### src/rtl/drop_pkg.sv
// Shared state and status encodings for the baggage-drop station controller.
package drop_pkg;

    localparam logic [2:0] S_IDLE    = 3'd0;
    localparam logic [2:0] S_MEASURE = 3'd1;
    localparam logic [2:0] S_READY   = 3'd2;
    localparam logic [2:0] S_DROP    = 3'd3;
    localparam logic [2:0] S_REJECT  = 3'd4;

    localparam logic [1:0] ST_IDLE = 2'b00;
    localparam logic [1:0] ST_MEAS = 2'b01;
    localparam logic [1:0] ST_DROP = 2'b10;
    localparam logic [1:0] ST_REJ  = 2'b11;

    // READY shares the MEASURE code; height_valid tells the two apart.
    function automatic logic [1:0] status_of(input logic [2:0] state);
        case (state)
            S_MEASURE, S_READY: status_of = ST_MEAS;
            S_DROP:             status_of = ST_DROP;
            S_REJECT:           status_of = ST_REJ;
            default:            status_of = ST_IDLE;
        endcase
    endfunction

endpackage

### src/rtl/baggage_drop_ctrl_if.sv
// Sensor handshake and station status bundle between the station and its controller.
interface baggage_drop_ctrl_if #(
    parameter int W = 8
);
    logic         s_valid;
    logic         s_ready;
    logic [W-1:0] sensor1;
    logic [W-1:0] sensor2;
    logic [W-1:0] sensor3;
    logic [W-1:0] sensor4;
    logic         drop_req;
    logic [W-1:0] height;
    logic         height_valid;
    logic         drop_open;
    logic [1:0]   status;
    logic [15:0]  drop_count;

    modport master (
        output s_valid, sensor1, sensor2, sensor3, sensor4, drop_req,
        input  s_ready, height, height_valid, drop_open, status, drop_count
    );

    modport slave (
        input  s_valid, sensor1, sensor2, sensor3, sensor4, drop_req,
        output s_ready, height, height_valid, drop_open, status, drop_count
    );
endinterface

### src/rtl/height_calc.sv
// Rounded baggage height from four sensor readings; a zero on either diagonal
// pair means that pair is blocked and the opposite pair is averaged instead.
module height_calc #(
    parameter int W = 8
) (
    input  logic [W-1:0] sensor1,
    input  logic [W-1:0] sensor2,
    input  logic [W-1:0] sensor3,
    input  logic [W-1:0] sensor4,
    output logic [W-1:0] h
);
    logic [W:0]   sum_24;
    logic [W:0]   sum_13;
    logic [W+1:0] sum_all;
    logic [W+1:0] avg_all;

    always_comb begin
        sum_24  = {1'b0, sensor2} + {1'b0, sensor4} + (W+1)'(1);
        sum_13  = {1'b0, sensor1} + {1'b0, sensor3} + (W+1)'(1);
        sum_all = {2'b00, sensor1} + {2'b00, sensor2} + {2'b00, sensor3} + {2'b00, sensor4};
        avg_all = (sum_all >> 2) + (W+2)'(sum_all[1]);
        if (sensor1 == '0 || sensor3 == '0) begin
            h = W'(sum_24 >> 1);
        end else if (sensor2 == '0 || sensor4 == '0) begin
            h = W'(sum_13 >> 1);
        end else begin
            h = W'(avg_all);
        end
    end
endmodule

### src/rtl/baggage_drop_ctrl.sv
// Baggage-drop station sequencer: waits for a stable height, accepts or rejects
// the item, and times the drop door while counting completed drops.
module baggage_drop_ctrl
    import drop_pkg::*;
#(
    parameter int W           = 8,
    parameter int STABLE_CNT  = 3,
    parameter int MAX_HEIGHT  = 200,
    parameter int DOOR_CYCLES = 16,
    parameter int REJECT_HOLD = 8
) (
    input  logic              clk,
    input  logic              rst_n,
    baggage_drop_ctrl_if.slave bus
);
    localparam int SW   = $clog2(STABLE_CNT + 1);
    localparam int CMAX = (DOOR_CYCLES > REJECT_HOLD) ? DOOR_CYCLES : REJECT_HOLD;
    localparam int CW   = (CMAX > 1) ? $clog2(CMAX) : 1;
    localparam logic [SW-1:0] STAB_TGT  = SW'(STABLE_CNT);
    localparam logic [W-1:0]  MAX_H     = W'(MAX_HEIGHT);
    localparam logic [CW-1:0] DOOR_LOAD = CW'(DOOR_CYCLES - 1);
    localparam logic [CW-1:0] HOLD_LOAD = CW'(REJECT_HOLD - 1);

    logic [2:0]    state_q, state_d;
    logic [SW-1:0] stab_q, stab_d;
    logic [CW-1:0] cnt_q, cnt_d;
    logic [W-1:0]  height_q, height_d;
    logic          height_valid_q, height_valid_d;
    logic          drop_open_q, drop_open_d;
    logic          s_ready_q, s_ready_d;
    logic [15:0]   drop_count_q, drop_count_d;
    logic [W-1:0]  h;
    logic          accept;
    logic [SW-1:0] stab_next;

    height_calc #(.W(W)) u_height_calc (
        .sensor1 (bus.sensor1),
        .sensor2 (bus.sensor2),
        .sensor3 (bus.sensor3),
        .sensor4 (bus.sensor4),
        .h       (h)
    );

    assign accept = bus.s_valid && s_ready_q;

    // stab_next is nonzero only when this edge extends or restarts a run; the
    // shared tail then either keeps measuring or registers the decision.
    always_comb begin
        state_d        = state_q;
        stab_d         = stab_q;
        cnt_d          = cnt_q;
        height_d       = height_q;
        height_valid_d = height_valid_q;
        drop_open_d    = drop_open_q;
        drop_count_d   = drop_count_q;
        stab_next      = '0;

        case (state_q)
            S_IDLE: begin
                if (accept && h != '0) begin
                    height_d  = h;
                    stab_next = SW'(1);
                end
            end
            S_MEASURE: begin
                if (accept) begin
                    if (h == '0) begin
                        state_d = S_IDLE;
                        stab_d  = '0;
                    end else if (h != height_q) begin
                        height_d  = h;
                        stab_next = SW'(1);
                    end else begin
                        stab_next = stab_q + SW'(1);
                    end
                end
            end
            S_READY: begin
                if (bus.drop_req) begin
                    state_d     = S_DROP;
                    drop_open_d = 1'b1;
                    cnt_d       = DOOR_LOAD;
                end
            end
            S_DROP: begin
                if (cnt_q == '0) begin
                    state_d        = S_IDLE;
                    drop_open_d    = 1'b0;
                    height_valid_d = 1'b0;
                    if (drop_count_q != 16'hFFFF) begin
                        drop_count_d = drop_count_q + 16'd1;
                    end
                end else begin
                    cnt_d = cnt_q - CW'(1);
                end
            end
            S_REJECT: begin
                if (cnt_q == '0) begin
                    state_d        = S_IDLE;
                    height_valid_d = 1'b0;
                end else begin
                    cnt_d = cnt_q - CW'(1);
                end
            end
            default: begin
                state_d = S_IDLE;
            end
        endcase

        if (stab_next != '0) begin
            if (stab_next >= STAB_TGT) begin
                stab_d         = '0;
                height_valid_d = 1'b1;
                if (h <= MAX_H) begin
                    state_d = S_READY;
                end else begin
                    state_d = S_REJECT;
                    cnt_d   = HOLD_LOAD;
                end
            end else begin
                stab_d  = stab_next;
                state_d = S_MEASURE;
            end
        end

        s_ready_d = (state_d == S_IDLE) || (state_d == S_MEASURE);
    end

    always_ff @(posedge clk or negedge rst_n) begin
        if (!rst_n) begin
            state_q        <= S_IDLE;
            stab_q         <= '0;
            cnt_q          <= '0;
            height_q       <= '0;
            height_valid_q <= 1'b0;
            drop_open_q    <= 1'b0;
            s_ready_q      <= 1'b0;
            drop_count_q   <= '0;
        end else begin
            state_q        <= state_d;
            stab_q         <= stab_d;
            cnt_q          <= cnt_d;
            height_q       <= height_d;
            height_valid_q <= height_valid_d;
            drop_open_q    <= drop_open_d;
            s_ready_q      <= s_ready_d;
            drop_count_q   <= drop_count_d;
        end
    end

    assign bus.s_ready      = s_ready_q;
    assign bus.height       = height_q;
    assign bus.height_valid = height_valid_q;
    assign bus.drop_open    = drop_open_q;
    assign bus.status       = status_of(state_q);
    assign bus.drop_count   = drop_count_q;
endmodule
### src/flat_wrapper.sv
// flat-port wrapper written by rule: the top's interface ports become plain ports
module baggage_drop_ctrl_flat import drop_pkg::*;
#(
    parameter int W           = 8,
    parameter int STABLE_CNT  = 3,
    parameter int MAX_HEIGHT  = 200,
    parameter int DOOR_CYCLES = 16,
    parameter int REJECT_HOLD = 8
)
  (clk, rst_n, bus_s_valid, bus_sensor1, bus_sensor2, bus_sensor3, bus_sensor4, bus_drop_req, bus_s_ready, bus_height, bus_height_valid, bus_drop_open, bus_status, bus_drop_count);
  baggage_drop_ctrl_if #(.W(W)) bus_i ();
  input  logic clk;
  input  logic rst_n;
  input wire logic [$bits(bus_i.s_valid)-1:0] bus_s_valid;
  input wire logic [$bits(bus_i.sensor1)-1:0] bus_sensor1;
  input wire logic [$bits(bus_i.sensor2)-1:0] bus_sensor2;
  input wire logic [$bits(bus_i.sensor3)-1:0] bus_sensor3;
  input wire logic [$bits(bus_i.sensor4)-1:0] bus_sensor4;
  input wire logic [$bits(bus_i.drop_req)-1:0] bus_drop_req;
  output wire logic [$bits(bus_i.s_ready)-1:0] bus_s_ready;
  output wire logic [$bits(bus_i.height)-1:0] bus_height;
  output wire logic [$bits(bus_i.height_valid)-1:0] bus_height_valid;
  output wire logic [$bits(bus_i.drop_open)-1:0] bus_drop_open;
  output wire logic [$bits(bus_i.status)-1:0] bus_status;
  output wire logic [$bits(bus_i.drop_count)-1:0] bus_drop_count;
  assign bus_i.s_valid = bus_s_valid;
  assign bus_i.sensor1 = bus_sensor1;
  assign bus_i.sensor2 = bus_sensor2;
  assign bus_i.sensor3 = bus_sensor3;
  assign bus_i.sensor4 = bus_sensor4;
  assign bus_i.drop_req = bus_drop_req;
  assign bus_s_ready = bus_i.s_ready;
  assign bus_height = bus_i.height;
  assign bus_height_valid = bus_i.height_valid;
  assign bus_drop_open = bus_i.drop_open;
  assign bus_status = bus_i.status;
  assign bus_drop_count = bus_i.drop_count;
  baggage_drop_ctrl #(.W(W), .STABLE_CNT(STABLE_CNT), .MAX_HEIGHT(MAX_HEIGHT), .DOOR_CYCLES(DOOR_CYCLES), .REJECT_HOLD(REJECT_HOLD)) u_core (.clk(clk), .rst_n(rst_n), .bus(bus_i));
endmodule
### config.mk
export PLATFORM = sky130hd
export DESIGN_NAME = baggage_drop_ctrl_flat
export DESIGN_NICKNAME = d
export VERILOG_FILES = /design/src/rtl/drop_pkg.sv /design/src/rtl/baggage_drop_ctrl_if.sv /design/src/rtl/height_calc.sv /design/src/rtl/baggage_drop_ctrl.sv /design/src/flat_wrapper.sv
export SDC_FILE = /design/constraint.sdc
export NUM_CORES = 1
export LEC_CHECK = 0
export ABC_AREA = 1
export CAP_MARGIN = 25
export CORE_MARGIN = 5
export CORE_UTILIZATION = 50
export DETAILED_ROUTE_END_ITERATION = 10
export PLACE_DENSITY_LB_ADDON = 0.2
export SYNTH_ARGS = -nofsm -noshare
export SYNTH_HDL_FRONTEND = slang
export SYNTH_HIERARCHICAL = 1
export SYNTH_SLANG_ARGS = --single-unit
### constraint.sdc
create_clock -name clk -period 1.4 [get_ports clk]
set_input_delay 0.14 -clock clk [delete_from_list [all_inputs] [get_ports clk]]
set_output_delay 0.14 -clock clk [all_outputs]
set_load 0.01 [all_outputs]
Yosys cells after proc, flatten, opt, wreduce, memory -nomap -nowiden
Cells that the tools add are included.

Add/sub/neg operators: 11. Equal/unequal tests: 13. Reductions and logical operators: 26. Multiplexer cells: 39. Magnitude comparators: 2.

Operators by type and width (number): 8-bit two-way mux (6); 8-bit logical NOT (5); 8-bit by 8-bit adder with 9-bit output (3); 3-bit two-way mux (7); 4-bit two-way mux (5); 9-bit by 1-bit adder with 9-bit output (second input constant) (2); 16-bit by 1-bit adder with 16-bit output (second input constant) (1); 2-bit two-way mux (8); 16-bit != test (second input constant) (1); 8-bit case mux with 2 select lines (1); 3-bit case mux with 4 select lines (1); 2-bit nonzero test (6); 10-bit by 8-bit adder with 10-bit output (1); 9-bit by 8-bit adder with 10-bit output (1); 3-bit AND reduction (3); 8-bit by 1-bit adder with 8-bit output (1); 8-bit <= comparator (second input constant) (1); 2-bit by 1-bit != test with 1-bit output (second input constant) (4); 8-bit != test (1); 4-bit case mux with 2 select lines (1); 8-bit nonzero test (1); 1-bit two-way mux (7); 3-bit by 1-bit equality test with 1-bit output (second input constant) (2); 3-bit by 2-bit equality test with 1-bit output (second input constant) (2); other kinds (14) (20).

Input bits: 36. Output and inout port bits: 29. Register bits after elaboration: 36.

Longest topological paths before layout
Gate-level depths: netlist (run 1).

Word-level depth: 16. Gate-level depth with buffers: 35. Gate-level depth less buffers: 35.

Hierarchy
Netlist (run 1), hierarchy kept.

By module, submodules not included: baggage_drop_ctrl (cells an instance 270, area an instance 2059.5 µm², sequential area each 900.9 µm², times used 1); height_calc (cells an instance 305, area an instance 1898.1 µm², sequential area each 0.0 µm², times used 1).

Least setup slack after synthesis (run 1)
No wires, ideal clock.

Path kind: input port to flip-flop. Start: in bus_sensor1[2]. End: reg u_core.height_q[1], in the netlist u_core/bus.height[1]. Setup slack: -2.695 ns. Data arrival time: 3.969 ns. Cell stages on the path: 32. Setup time: 0.126 ns. Buffers on the path: 1. Path through: ha_1 -> a21oi_1 -> nand2_1 -> nand2_1 -> nand2_1 -> a21oi_1 -> nor2_1 -> o21ai_0 -> nand2_1 -> nand2_1 -> nand2_1 -> fa_1 -> ha_1 -> nand2_1 -> inv_1 -> a21oi_1 -> nand2_1 -> nand2_1 -> nand2_2 -> nor2_1 -> nand2_1 -> nand2_1 -> nand3_1 -> a21oi_1 -> inv_2 -> nand2_1 -> nand2_1 -> nor2_1 -> nand3_2 -> o21ai_4 -> buf_4 -> o21ai_0.

Cells in the longest elaborated chain, start to end: 10. Elaborated cells on any way between the ends: 23. Classes of those cells: add/sub: 6; eq/ne: 4; mux: 7; reduce/logical: 6.

Ends and longest elaborated chain: from (decl) (RTL line flat_wrapper.sv:15) `input wire logic [$bits(bus_i.sensor1)-1:0] bus_sensor1;`; 8-bit by 8-bit adder with 9-bit output (RTL line height_calc.sv:20) `sum_all = {2'b00, sensor1} + {2'b00, sensor2} + {2'b00, sensor3} + {2'b00, sensor4};`; 9-bit by 8-bit adder with 10-bit output (RTL line height_calc.sv:20); 10-bit by 8-bit adder with 10-bit output (RTL line height_calc.sv:20); 8-bit by 1-bit adder with 8-bit output (RTL line height_calc.sv:21) `avg_all = (sum_all >> 2) + (W+2)'(sum_all[1]);`; 8-bit two-way mux (RTL line height_calc.sv:24) `end else if (sensor2 == '0 || sensor4 == '0) begin`; 8-bit two-way mux * (RTL line height_calc.sv:22) `if (sensor1 == '0 || sensor3 == '0) begin`; via u_core.h[7] (RTL line baggage_drop_ctrl.sv:32) `logic [W-1:0] h;`; 8-bit nonzero test (RTL line baggage_drop_ctrl.sv:60) `if (accept && h != '0) begin`; 1-bit logical AND (RTL line baggage_drop_ctrl.sv:60); 2-bit by 1-bit != test with 1-bit output (no source line); 5-bit AND reduction (no source line) *; to (signal assigned) (RTL line baggage_drop_ctrl.sv:143) `height_q <= height_d;`; to (decl) (RTL line baggage_drop_ctrl.sv:27) `logic [W-1:0] height_q, height_d;`.

The timed path passes the listed nets; every way through them passes the cells marked *. The select of a mux whose other input is x is not followed. A chain may end at the register's enable or synchronous reset.

Worst setup path after layout (run 1)
Start: in bus_sensor2[2]. End: reg u_core.cnt_q[0].

Cells in the longest elaborated chain, start to end: 14. Elaborated cells on any way between the ends: 25. Classes of those cells: add/sub: 6; order compare: 2; eq/ne: 1; mux: 10; reduce/logical: 6.

Ends and longest elaborated chain: from (decl) (RTL line flat_wrapper.sv:16) `input wire logic [$bits(bus_i.sensor2)-1:0] bus_sensor2;`; 8-bit by 8-bit adder with 9-bit output (RTL line height_calc.sv:20); 9-bit by 8-bit adder with 10-bit output (RTL line height_calc.sv:20); 10-bit by 8-bit adder with 10-bit output (RTL line height_calc.sv:20); 8-bit by 1-bit adder with 8-bit output (RTL line height_calc.sv:21); 8-bit two-way mux (RTL line height_calc.sv:24); 8-bit two-way mux * (RTL line height_calc.sv:22); via u_core.h[7] (RTL line baggage_drop_ctrl.sv:32); 8-bit != test (RTL line baggage_drop_ctrl.sv:70) `end else if (h != height_q) begin`; 2-bit two-way mux (RTL line baggage_drop_ctrl.sv:70); 2-bit two-way mux (RTL line baggage_drop_ctrl.sv:67) `if (h == '0) begin`; 2-bit two-way mux (RTL line baggage_drop_ctrl.sv:66) `if (accept) begin`; 2-bit case mux with 2 select lines (RTL line baggage_drop_ctrl.sv:58) `case (state_q)`; 2-bit >= comparator (RTL line baggage_drop_ctrl.sv:111) `if (stab_next >= STAB_TGT) begin`; 4-bit two-way mux (RTL line baggage_drop_ctrl.sv:111); 4-bit two-way mux * (RTL line baggage_drop_ctrl.sv:110) `if (stab_next != '0) begin`; via u_core.cnt_d[0] (RTL line baggage_drop_ctrl.sv:26) `logic [CW-1:0] cnt_q, cnt_d;`; to (signal assigned) (RTL line baggage_drop_ctrl.sv:142) `cnt_q <= cnt_d;`; to (decl) (RTL line baggage_drop_ctrl.sv:26).

The timed path passes the listed nets; every way through them passes the cells marked *.

==> results of run 1 <==
## cell type report
| class | count | area (um2) |
|---|---|---|
| Multi-Input combinational cell | 449 | 3340 |
| Timing Repair Buffer | 242 | 2050 |
| Sequential cell | 36 | 901 |
| Fill cell | 348 | 898 |
| Inverter | 86 | 330 |
| Tap cell | 102 | 128 |
| Clock buffer | 5 | 68.8 |
| Clock inverter | 3 | 18.8 |
## cell families (layout without fill, tap and decap cells)
group	Yosys count	after routing
AND/OR/NAND/NOR	298	298
buffers and inverters	90	336
AO/OA/AOI/OAI	76	76
adder cells (fa/ha/maj)	46	46
flip-flops	36	36
XOR/XNOR	29	29
## worst min-delay path by stage
stage / cells after the start / slack (ps) / end / startpoint
after floorplan: 0 / -160 / u_core/bus.drop_count[0] / rst_n
after global placement: 2 / 490 / u_core/bus.height_valid / u_core/bus.height_valid
after detailed placement: 2 / 510 / u_core/bus.height_valid / u_core/bus.height_valid
after CTS: 2 / 230 / u_core/state_q[0] / rst_n
after global routing: 2 / 230 / u_core/bus.s_ready / rst_n
final: 2 / 210 / u_core/bus.height[0] / rst_n
## per-layer routing
| metal | up-vias | wire (um) | part of all wire | track usage |
|---|---|---|---|---|
| li1 | 2352 | - | - | - |
| met1 | 2558 | 6450 | 0.35 | 0.372 |
| met2 | 451 | 8800 | 0.47 | 0.577 |
| met3 | 158 | 1970 | 0.11 | 0.0587 |
| met4 | 0 | 1380 | 0.074 | 0.161 |
| met5 | - | 0 | 0 | 0 |
## flip-flops by register name (all words and copies together) (netlist names)
| signal | count |
|---|---|
| u_core/cnt_q | 4 |
| u_core/bus.drop_open | 1 |
| u_core/stab_q | 2 |
| u_core/bus.drop_count | 16 |
| u_core/bus.height_valid | 1 |
| u_core/state_q | 3 |
| u_core/bus.height | 8 |
| u_core/bus.s_ready | 1 |
## repair_timing
action / 4_1_cts / 5_1_grt
endpoints found under the setup margin: 57 / 44
resized for setup: 157 / 66
hold buffers: 0 / 0
buffers inserted: 38 / 13
gates cloned: 1 / 0
pin swaps: 89 / 60
## metrics by stage
step	power [mW]	setup TNS [ps]	hold slack, ps
after floorplan	5.00	-47250	-156
after detailed placement	7.29	-68120	506
after global routing	11.0	-63260	230
after CTS	9.15	-48970	229
after global placement	7.09	-63520	488
final	10.4	-60210	210
## worst reg2reg max path: cells and delay by family (launching register included)
kind / cells / cell delay (ps)
AOI/OAI and AO/OA: 1 / 120
buffers and inverters: 4 / 510
DFF: 1 / 410
and+or+nand+nor: 5 / 630
## layout by cell type (no fill, tap or decap), types with 5 or more instances in the layout
master           netlist  routed
dfrtp_1               36      36
nor3_2                 1       5
xnor2_1               16      10
nand2_4                2       8
xnor2_2                0       6
ha_1                  35      21
a21oi_2                0       9
buf_6                  0      18
nand3_4                1       6
nor2_2                 5      10
nand2_2               10      35
nor2_1                52      39
xor2_1                13      11
nor2_4                 3      11
nor4_1                 5       5
inv_1                 77      61
nand3_1               41      27
dlygate4sd2_1          0      21
clkbuf_8               0       5
buf_4                  3     161
o21ai_2                0       8
o21ai_0               27      13
ha_4                   0      11
nand2_1              143     112
o21ai_1                6      11
fa_1                  11       9
nand4_1               13      13
clkdlybuf4s50_1        0      27
inv_2                  9      22
a21oi_1               27      17
nand3_2                2      11
## report_power, final
part | switching (mW) | leakage [nW] | internal (mW)
combinational | 4.40 | 2.92 | 3.73
clock | 0.457 | 0.0479 | 0.348
sequential | 0.210 | 0.455 | 1.28
==> impl_metrics.env, run 1 <==
export IMPL_synth_xor_area_frac=0.0642
export IMPL_start_util=0.512
export IMPL_cts_buffers=5
export IMPL_critPathBufInv=3
export IMPL_start_kind="input pin"
export IMPL_die_x_um=99.0
export IMPL_period_minus_slack_ps=4380
export IMPL_post_dp_cell_area_um2=5820
export IMPL_stdcell_area_um2=6830
export IMPL_cts_htree_levels=2
export IMPL_setup_viol=36
export IMPL_violations="negative setup slack"
export IMPL_grt_antenna_before_repair=0
export IMPL_worst_slew_pin_slew_ps=435
export IMPL_grt_util_all_layers=0.325
export IMPL_critical_path_top_delay_family="simple AND/OR/NAND/NOR gates"
export IMPL_vias_per_cell=5.98
export IMPL_drt_first_iter_violations=666
export IMPL_status="finished with violations"
export IMPL_peakVddDrop_uv=777
export IMPL_synth_seq_cells=36
export IMPL_r2r_cells=10
export IMPL_core_area_um2=7730
export IMPL_io_pin_count=65
export IMPL_synthSimpleGateAreaFrac=0.346
export IMPL_p_per_area_nw_per_um2=1530
export IMPL_slowest_stage="fa_1"
export IMPL_syn_area_per_cell_um2=6.88
export IMPL_clock_skew_ps=6.73
export IMPL_synthCells=575
export IMPL_synthMostInstantiatedCell="nand2_1"
export IMPL_synth_area_um2=3960
export IMPL_rsz0062_at_grt="yes"
export IMPL_cap_violations=0
export IMPL_rows=32
export IMPL_p_leak_nw=3.43
export IMPL_area_growth_pct=72.6
export IMPL_route_detailed_drc=0
export IMPL_yosys_warnings=6
export IMPL_period_share=3.13
export IMPL_die_h_um=99.0
export IMPL_ys_seq_area_frac=0.228
export IMPL_slew_violations=0
export IMPL_stdcell_count=923
export IMPL_r2r_start="u_core/state_q[2]"
export IMPL_end_kind="flip-flop"
export IMPL_clock_sinks=36
export IMPL_crit_path_max_fanout=4
export IMPL_cts_tree="done"
export IMPL_synth_mux_area_frac=0
export IMPL_nets=902
export IMPL_synth_area_leader_cell="dfrtp_1"
export IMPL_worstSetupEndpoint="u_core/cnt_q[0]"
export IMPL_fmax_ghz=0.228
export IMPL_wl_per_cell_um=20.2
export IMPL_synth_common_cells="nand2_1, inv_1, nor2_1"
export IMPL_n_antenna_cell=0
export IMPL_cpMostUsedCell="nand2_1"
export IMPL_required_ps=1570
export IMPL_grt_ovfl_total=0
export IMPL_slew_headroom=0.707
export IMPL_cpPeakStageDelay_ps=530
export IMPL_crit_arrival_ps=4560
export IMPL_drive_above_1_share=0.435
export IMPL_synth_cell_types=39
export IMPL_gp_congestion=0.902
export IMPL_antenna_left=0
export IMPL_worst_slack_ps=-2980
export IMPL_synth_nets=657
export IMPL_drt_pass1_iterations=9
export IMPL_wirelength_um=18600
export IMPL_r2r_slack_ps=-380
export IMPL_grt_max_degree=37
export IMPL_hold_violations=0
export IMPL_portBuffers=64
export IMPL_fin_util=0.884
export IMPL_place_hpwl_um=9750
export IMPL_dp_cells=866
export IMPL_clk_latency_ps=300
export IMPL_synth_adder_area_share=0.166
export IMPL_ys_flop_type="dfrtp_1"
export IMPL_hp_class="input pin to asynchronous set/reset pin"
export IMPL_crit_start="bus_sensor2[2]"
export IMPL_pre_cts_slack_ps=-3530
export IMPL_synth_edff_count=0
export IMPL_root_buffer="clkbuf_8"
export IMPL_synth_top_area_frac=0.228
export IMPL_grt_pass1_wl_um=25700
export IMPL_synth_compound_area_frac=0.107
export IMPL_synth_top_family_by_area="simple AND/OR/NAND/NOR gates"
export IMPL_synth_area_leaders="dfrtp_1, nand2_1, ha_1, inv_1, fa_1"
export IMPL_worstSetupPathType="input pin to flip-flop"
export IMPL_die_area_um2=9790
export IMPL_grt_pass1_vias=5378
export IMPL_cts_max_path_buffers=2
export IMPL_rr_endpoint="u_core/state_q[0]"
export IMPL_num_vias=5519
export IMPL_path_depth=34
export IMPL_synthArstFlopShare=1.00
export IMPL_clk_pin_slew_ps=80
Note: power is estimated with default switching activity, not from simulation.
==> run 2, diff against run 1 <==
--- a/config.mk
+++ b/config.mk
@@ -11,6 +11,7 @@
 export CORE_UTILIZATION = 50
 export DETAILED_ROUTE_END_ITERATION = 10
 export PLACE_DENSITY_LB_ADDON = 0.2
+export REMOVE_ABC_BUFFERS = 1
 export SYNTH_ARGS = -nofsm -noshare
 export SYNTH_HDL_FRONTEND = slang
 export SYNTH_HIERARCHICAL = 1
==> impl_metrics.env, run 2 (synthesized netlist as in run 1, its figures left out) <==
export IMPL_status="finished with violations"
export IMPL_violations="negative setup slack"
export IMPL_rsz0062_at_grt="yes"
export IMPL_end_kind="flip-flop"
export IMPL_slew_violations=0
export IMPL_grt_pass1_wl_um=22700
export IMPL_required_ps=1580
export IMPL_p_sw_frac=0.477
export IMPL_power_internal_mw=5.12
export IMPL_fin_util=0.864
export IMPL_p_leak_nw=3.41
export IMPL_grt_use_met1=0.335
export IMPL_cts_htree_levels=2
export IMPL_gp_congestion=0.971
export IMPL_clock_skew_ps=7.54
export IMPL_die_area_um2=9790
export IMPL_power_switching_mw=4.67
export IMPL_worst_slew_pin_slew_ps=443
export IMPL_clock_sinks=36
export IMPL_layout_common_cells="buf_4, nand2_1, inv_1"
export IMPL_cts_max_path_buffers=2
export IMPL_stdcell_count=900
export IMPL_hp_class="input pin to asynchronous set/reset pin"
export IMPL_slowest_stage="fa_1"
export IMPL_root_buffer="clkbuf_8"
export IMPL_start_util=0.512
export IMPL_nets=879
export IMPL_num_vias=5173
export IMPL_start_kind="input pin"
export IMPL_dp_cells=863
export IMPL_cpMostUsedCell="nand2_1"
export IMPL_gr_max_usage_layer="met2"
export IMPL_crit_path_max_fanout=7
export IMPL_grt_antenna_before_repair=0
export IMPL_place_hpwl_um=9620
export IMPL_crit_arrival_ps=4410
export IMPL_area_growth_pct=68.6
export IMPL_die_h_um=99.0
export IMPL_cts_tree="done"
export IMPL_critical_path_top_delay_family="simple AND/OR/NAND/NOR gates"
export IMPL_critPathBufInv=7
export IMPL_grt_max_degree=37
export IMPL_drive_above_1_share=0.416
export IMPL_period_share=3.03
export IMPL_combPwrFrac=0.752
export IMPL_antenna_left=0
export IMPL_wirelength_um=16000
export IMPL_final_common_cell="buf_4"
export IMPL_worst_slack_ps=-2840
export IMPL_grt_ovfl_total=0
export IMPL_slew_headroom=0.702
export IMPL_io_pin_count=65
export IMPL_whs_ps=212
export IMPL_route_detailed_drc=0
export IMPL_grt_use_met3=0.0361
export IMPL_fmax_ghz=0.236
export IMPL_drt_first_iter_violations=372
export IMPL_stdcell_area_um2=6670
export IMPL_cap_violations=0
export IMPL_wl_per_cell_um=17.8
export IMPL_finalPower_mw=9.78
export IMPL_core_area_um2=7730
export IMPL_pre_cts_slack_ps=-3620
export IMPL_grt_met2_usage=0.512
export IMPL_cpPeakStageDelay_ps=480
export IMPL_drt_pass1_iterations=6
export IMPL_largest_reg_flops=16
export IMPL_p_per_area_nw_per_um2=1470
export IMPL_vias_per_cell=5.75
export IMPL_clk_latency_ps=300
export IMPL_setup_viol=35
export IMPL_grt_pass1_vias=4979
export IMPL_portBuffers=64
export IMPL_p_seq_frac=0.151
export IMPL_clk_pin_slew_ps=70
export IMPL_peakVddDrop_uv=722
export IMPL_grt_util_all_layers=0.280
export IMPL_clkPwrFrac=0.097
export IMPL_post_dp_cell_area_um2=5660
export IMPL_rows=32
export IMPL_worstSetupPathType="input pin to flip-flop"
export IMPL_hold_violations=0
export IMPL_period_minus_slack_ps=4240
export IMPL_ctsHoldBuffers=0
export IMPL_cts_buffers=5
export IMPL_setup_tns_ps=-57690
export IMPL_n_antenna_cell=0
export IMPL_die_x_um=99.0
run 2: worst reg2reg max path, delay by kind of cell (launching register included):
family	cells	cell delay (ps)
AO/OA/AOI/OAI	2	190
buffers and inverters	1	150
flip-flops	1	380
AND/OR/NAND/NOR	4	950
run 2: repair_timing:
item	in CTS	in global routing
gates resized for setup	170	85
setup buffers	18	11
setup endpoints to repair	60	40
pin swaps	57	67
cloned	1	0
run 2: layout make-up:
cell class	instances	area, um2
multi-input cells	449	3380
clock buffers	5	68.8
fillers	387	1050
inverters	86	328
flip-flops and latches	36	901
repair buffers	219	1830
clock inverters	3	42.5
well taps	102	128
run 2: path summary, 6_finish.rpt:
kind                                           from                         to  slack, ps  cells past startpoint
max                                  bus_sensor1[1]       u_core/bus.height[3]      -2840                     31
min                                           rst_n       u_core/bus.height[2]        210                      2
max reg2reg                u_core/bus.drop_count[6]  u_core/bus.drop_count[15]       -360                      7
min reg2reg                    u_core/bus.drop_open       u_core/bus.drop_open        510                      2
max in group asynchronous                     rst_n           u_core/stab_q[0]        990                      2
min in group clk               u_core/bus.drop_open       u_core/bus.drop_open        510                      2
run 2: power groups by stage:
| stage | Sequential, mW | Clock (mW) | Combinational, mW |
|---|---|---|---|
| 4_1_cts | 1.46 | 0.946 | 6.27 |
| 3_3_place_gp | 1.45 | 0 | 5.35 |
| 2_1_floorplan | 1.53 | 0 | 3.19 |
| 6_report | 1.48 | 0.953 | 7.36 |
| 5_1_grt | 1.50 | 0.990 | 7.93 |
| 3_5_place_dp | 1.47 | 0 | 5.53 |
run 2: per-layer routing:
layer / part of all wire / wire length [um]
met5: 0 / 0
met4: 0.056 / 895
met3: 0.079 / 1260
met2: 0.50 / 7930
met1: 0.37 / 5920
==> run 3, diff against run 2 <==
--- a/config.mk
+++ b/config.mk
@@ -7,8 +7,10 @@
 export LEC_CHECK = 0
 export ABC_AREA = 1
 export CAP_MARGIN = 25
+export CELL_PAD_IN_SITES_DETAIL_PLACEMENT = 1
+export CELL_PAD_IN_SITES_GLOBAL_PLACEMENT = 1
 export CORE_MARGIN = 5
-export CORE_UTILIZATION = 50
+export CORE_UTILIZATION = 35
 export DETAILED_ROUTE_END_ITERATION = 10
 export PLACE_DENSITY_LB_ADDON = 0.2
 export REMOVE_ABC_BUFFERS = 1
==> impl_metrics.env, run 3 (synthesized netlist as in run 1, its figures left out) <==
export IMPL_crit_path_max_fanout=5
export IMPL_start_util=0.360
export IMPL_drt_first_iter_violations=404
export IMPL_clock_sinks=36
export IMPL_p_leak_nw=3.55
export IMPL_stdcell_count=963
export IMPL_grt_pass1_wl_um=30400
export IMPL_wirelength_um=24100
export IMPL_route_detailed_drc=0
export IMPL_place_hpwl_um=12400
export IMPL_grt_max_degree=37
export IMPL_rr_endpoint="u_core/bus.height[2]"
export IMPL_dp_cells=922
export IMPL_cts_htree_levels=2
export IMPL_area_growth_pct=80.2
export IMPL_hp_class="input pin to asynchronous set/reset pin"
export IMPL_wl_met1_um=8830
export IMPL_required_ps=1590
export IMPL_grt_util_all_layers=0.287
export IMPL_largest_reg_flops=16
export IMPL_slowest_stage="fa_1"
export IMPL_worstSetupPathType="input pin to flip-flop"
export IMPL_end_kind="flip-flop"
export IMPL_cpPeakStageDelay_ps=500
export IMPL_slew_headroom=0.603
export IMPL_start_kind="input pin"
export IMPL_critPathBufInv=7
export IMPL_die_x_um=116
export IMPL_rows=38
export IMPL_multi_input_area_um2=3550
export IMPL_die_h_um=116
export IMPL_crit_arrival_ps=4800
export IMPL_antenna_left=0
export IMPL_final_common_cell="buf_4"
export IMPL_wl_per_cell_um=25.0
export IMPL_fin_util=0.649
export IMPL_wl_met3_um=1400
export IMPL_r2r_cells=8
export IMPL_cpMostUsedCell="nand2_2"
export IMPL_r2r_start="u_core/state_q[2]"
export IMPL_die_area_um2=13500
export IMPL_top_layer="met4"
export IMPL_slew_violations=0
export IMPL_io_pin_count=65
export IMPL_rsz0062_at_grt="yes"
export IMPL_core_area_um2=11000
export IMPL_drive_above_1_share=0.465
export IMPL_seqCellArea_um2=903
export IMPL_met2_length_um=12200
export IMPL_fmax_ghz=0.217
export IMPL_vias_per_cell=5.84
export IMPL_critical_path_top_delay_family="simple AND/OR/NAND/NOR gates"
export IMPL_peakVddDrop_uv=1370
export IMPL_layout_common_cells="buf_4, nand2_1, inv_1"
export IMPL_status="finished with violations"
export IMPL_fill_cells=1289
export IMPL_grt_ovfl_total=0
export IMPL_n_antenna_cell=0
export IMPL_period_share=3.29
export IMPL_grt_antenna_before_repair=0
export IMPL_drt_pass1_iterations=5
export IMPL_clk_latency_ps=290
export IMPL_clk_pin_slew_ps=70
export IMPL_setup_tns_ps=-62730
export IMPL_cts_buffers=5
export IMPL_grt_pass1_vias=5764
export IMPL_root_buffer="clkbuf_16"
export IMPL_portBuffers=64
export IMPL_worst_slack_ps=-3200
export IMPL_violations="negative setup slack"
export IMPL_worst_slew_pin_slew_ps=590
export IMPL_p_per_area_nw_per_um2=1600
export IMPL_nets=904
export IMPL_clock_skew_ps=9.18
export IMPL_cts_tree="done"
export IMPL_hold_violations=0
export IMPL_cap_violations=0
export IMPL_gp_congestion=0.858
export IMPL_period_minus_slack_ps=4600
export IMPL_setup_viol=37
export IMPL_r2r_slack_ps=-450
export IMPL_cts_max_path_buffers=2
export IMPL_num_vias=5621
## run 3: changes by cell type in the layout (fill, tap and decap cells not counted), sizes merged, moves of 2 or more
cell	before	now
clkbuf	7	5
dlygate4sd2	21	28
clkdlybuf4s50	29	27
buf	163	188
dlymetal6s2s	4	0
## run 3: worst max-delay path by stage
stage,end,cells past startpoint,slack [ps],from
final,u_core/stab_q[0],33,-3200,bus_sensor1[3]
after global routing,u_core/bus.height[2],30,-3400,bus_sensor1[3]
after CTS,u_core/cnt_q[1],34,-2700,bus_sensor2[2]
after detailed placement,u_core/cnt_q[2],30,-3820,bus_sensor2[0]
after global placement,u_core/cnt_q[2],31,-3530,bus_sensor2[0]
after floorplan,u_core/bus.s_ready,34,-2780,bus_sensor1[2]
## run 3: layer usage
| layer | track usage | vias up |
|---|---|---|
| met2 | 0.537 | 327 |
| met3 | 0.0394 | 144 |
| li1 | - | 2367 |
| met1 | 0.338 | 2783 |
| met5 | 0 | - |
| met4 | 0.0828 | 0 |
## run 3: worst register-to-register path, stage by stage (launching register included)
cell and delay (ps):
dfrtp_2 450, inv_2 100, nand2_4 70, buf_4 140
nor3_2 340, o21ai_4 170, buf_4 170, buf_6 120
o21ai_1 180
## run 3: cell type report
class / count / share of cell area
Tap cell: 140 / 0.0246
Clock buffer: 5 / 0.0175
Clock inverter: 3 / 0.00263
Inverter: 86 / 0.0470
Multi-Input combinational cell: 449 / 0.498
Timing Repair Buffer: 244 / 0.284
Sequential cell: 36 / 0.127
## run 3: timing repair
action / 4_1_cts / 5_1_grt
cloned: 1 / 0
setup buffers: 22 / 14
hold endpoints to repair: 36 / 0
setup endpoints to repair: 61 / 39
pin swaps: 78 / 64
gates resized for setup: 228 / 78
hold buffers: 1 / 0
## run 3: metrics by stage
| step | hold WS [ps] | instance area, um2 | power, mW | worst slack (ps) |
|---|---|---|---|---|
| global route | 516 | 7130 | 12.0 | -3400 |
| floorplan | -156 | 3930 | 4.73 | -2780 |
| global placement | 208 | 5850 | 7.30 | -3530 |
| finish | 454 | 7130 | 11.4 | -3200 |
| detailed placement | 227 | 5850 | 7.56 | -3820 |
| CTS | 455 | 6760 | 9.95 | -2700 |
## run 3: report_power, final
part           internal (mW)  switching (mW)
combinational           3.77            4.97
sequential              1.28           0.241
clock                  0.658           0.513
total                   5.71            5.72
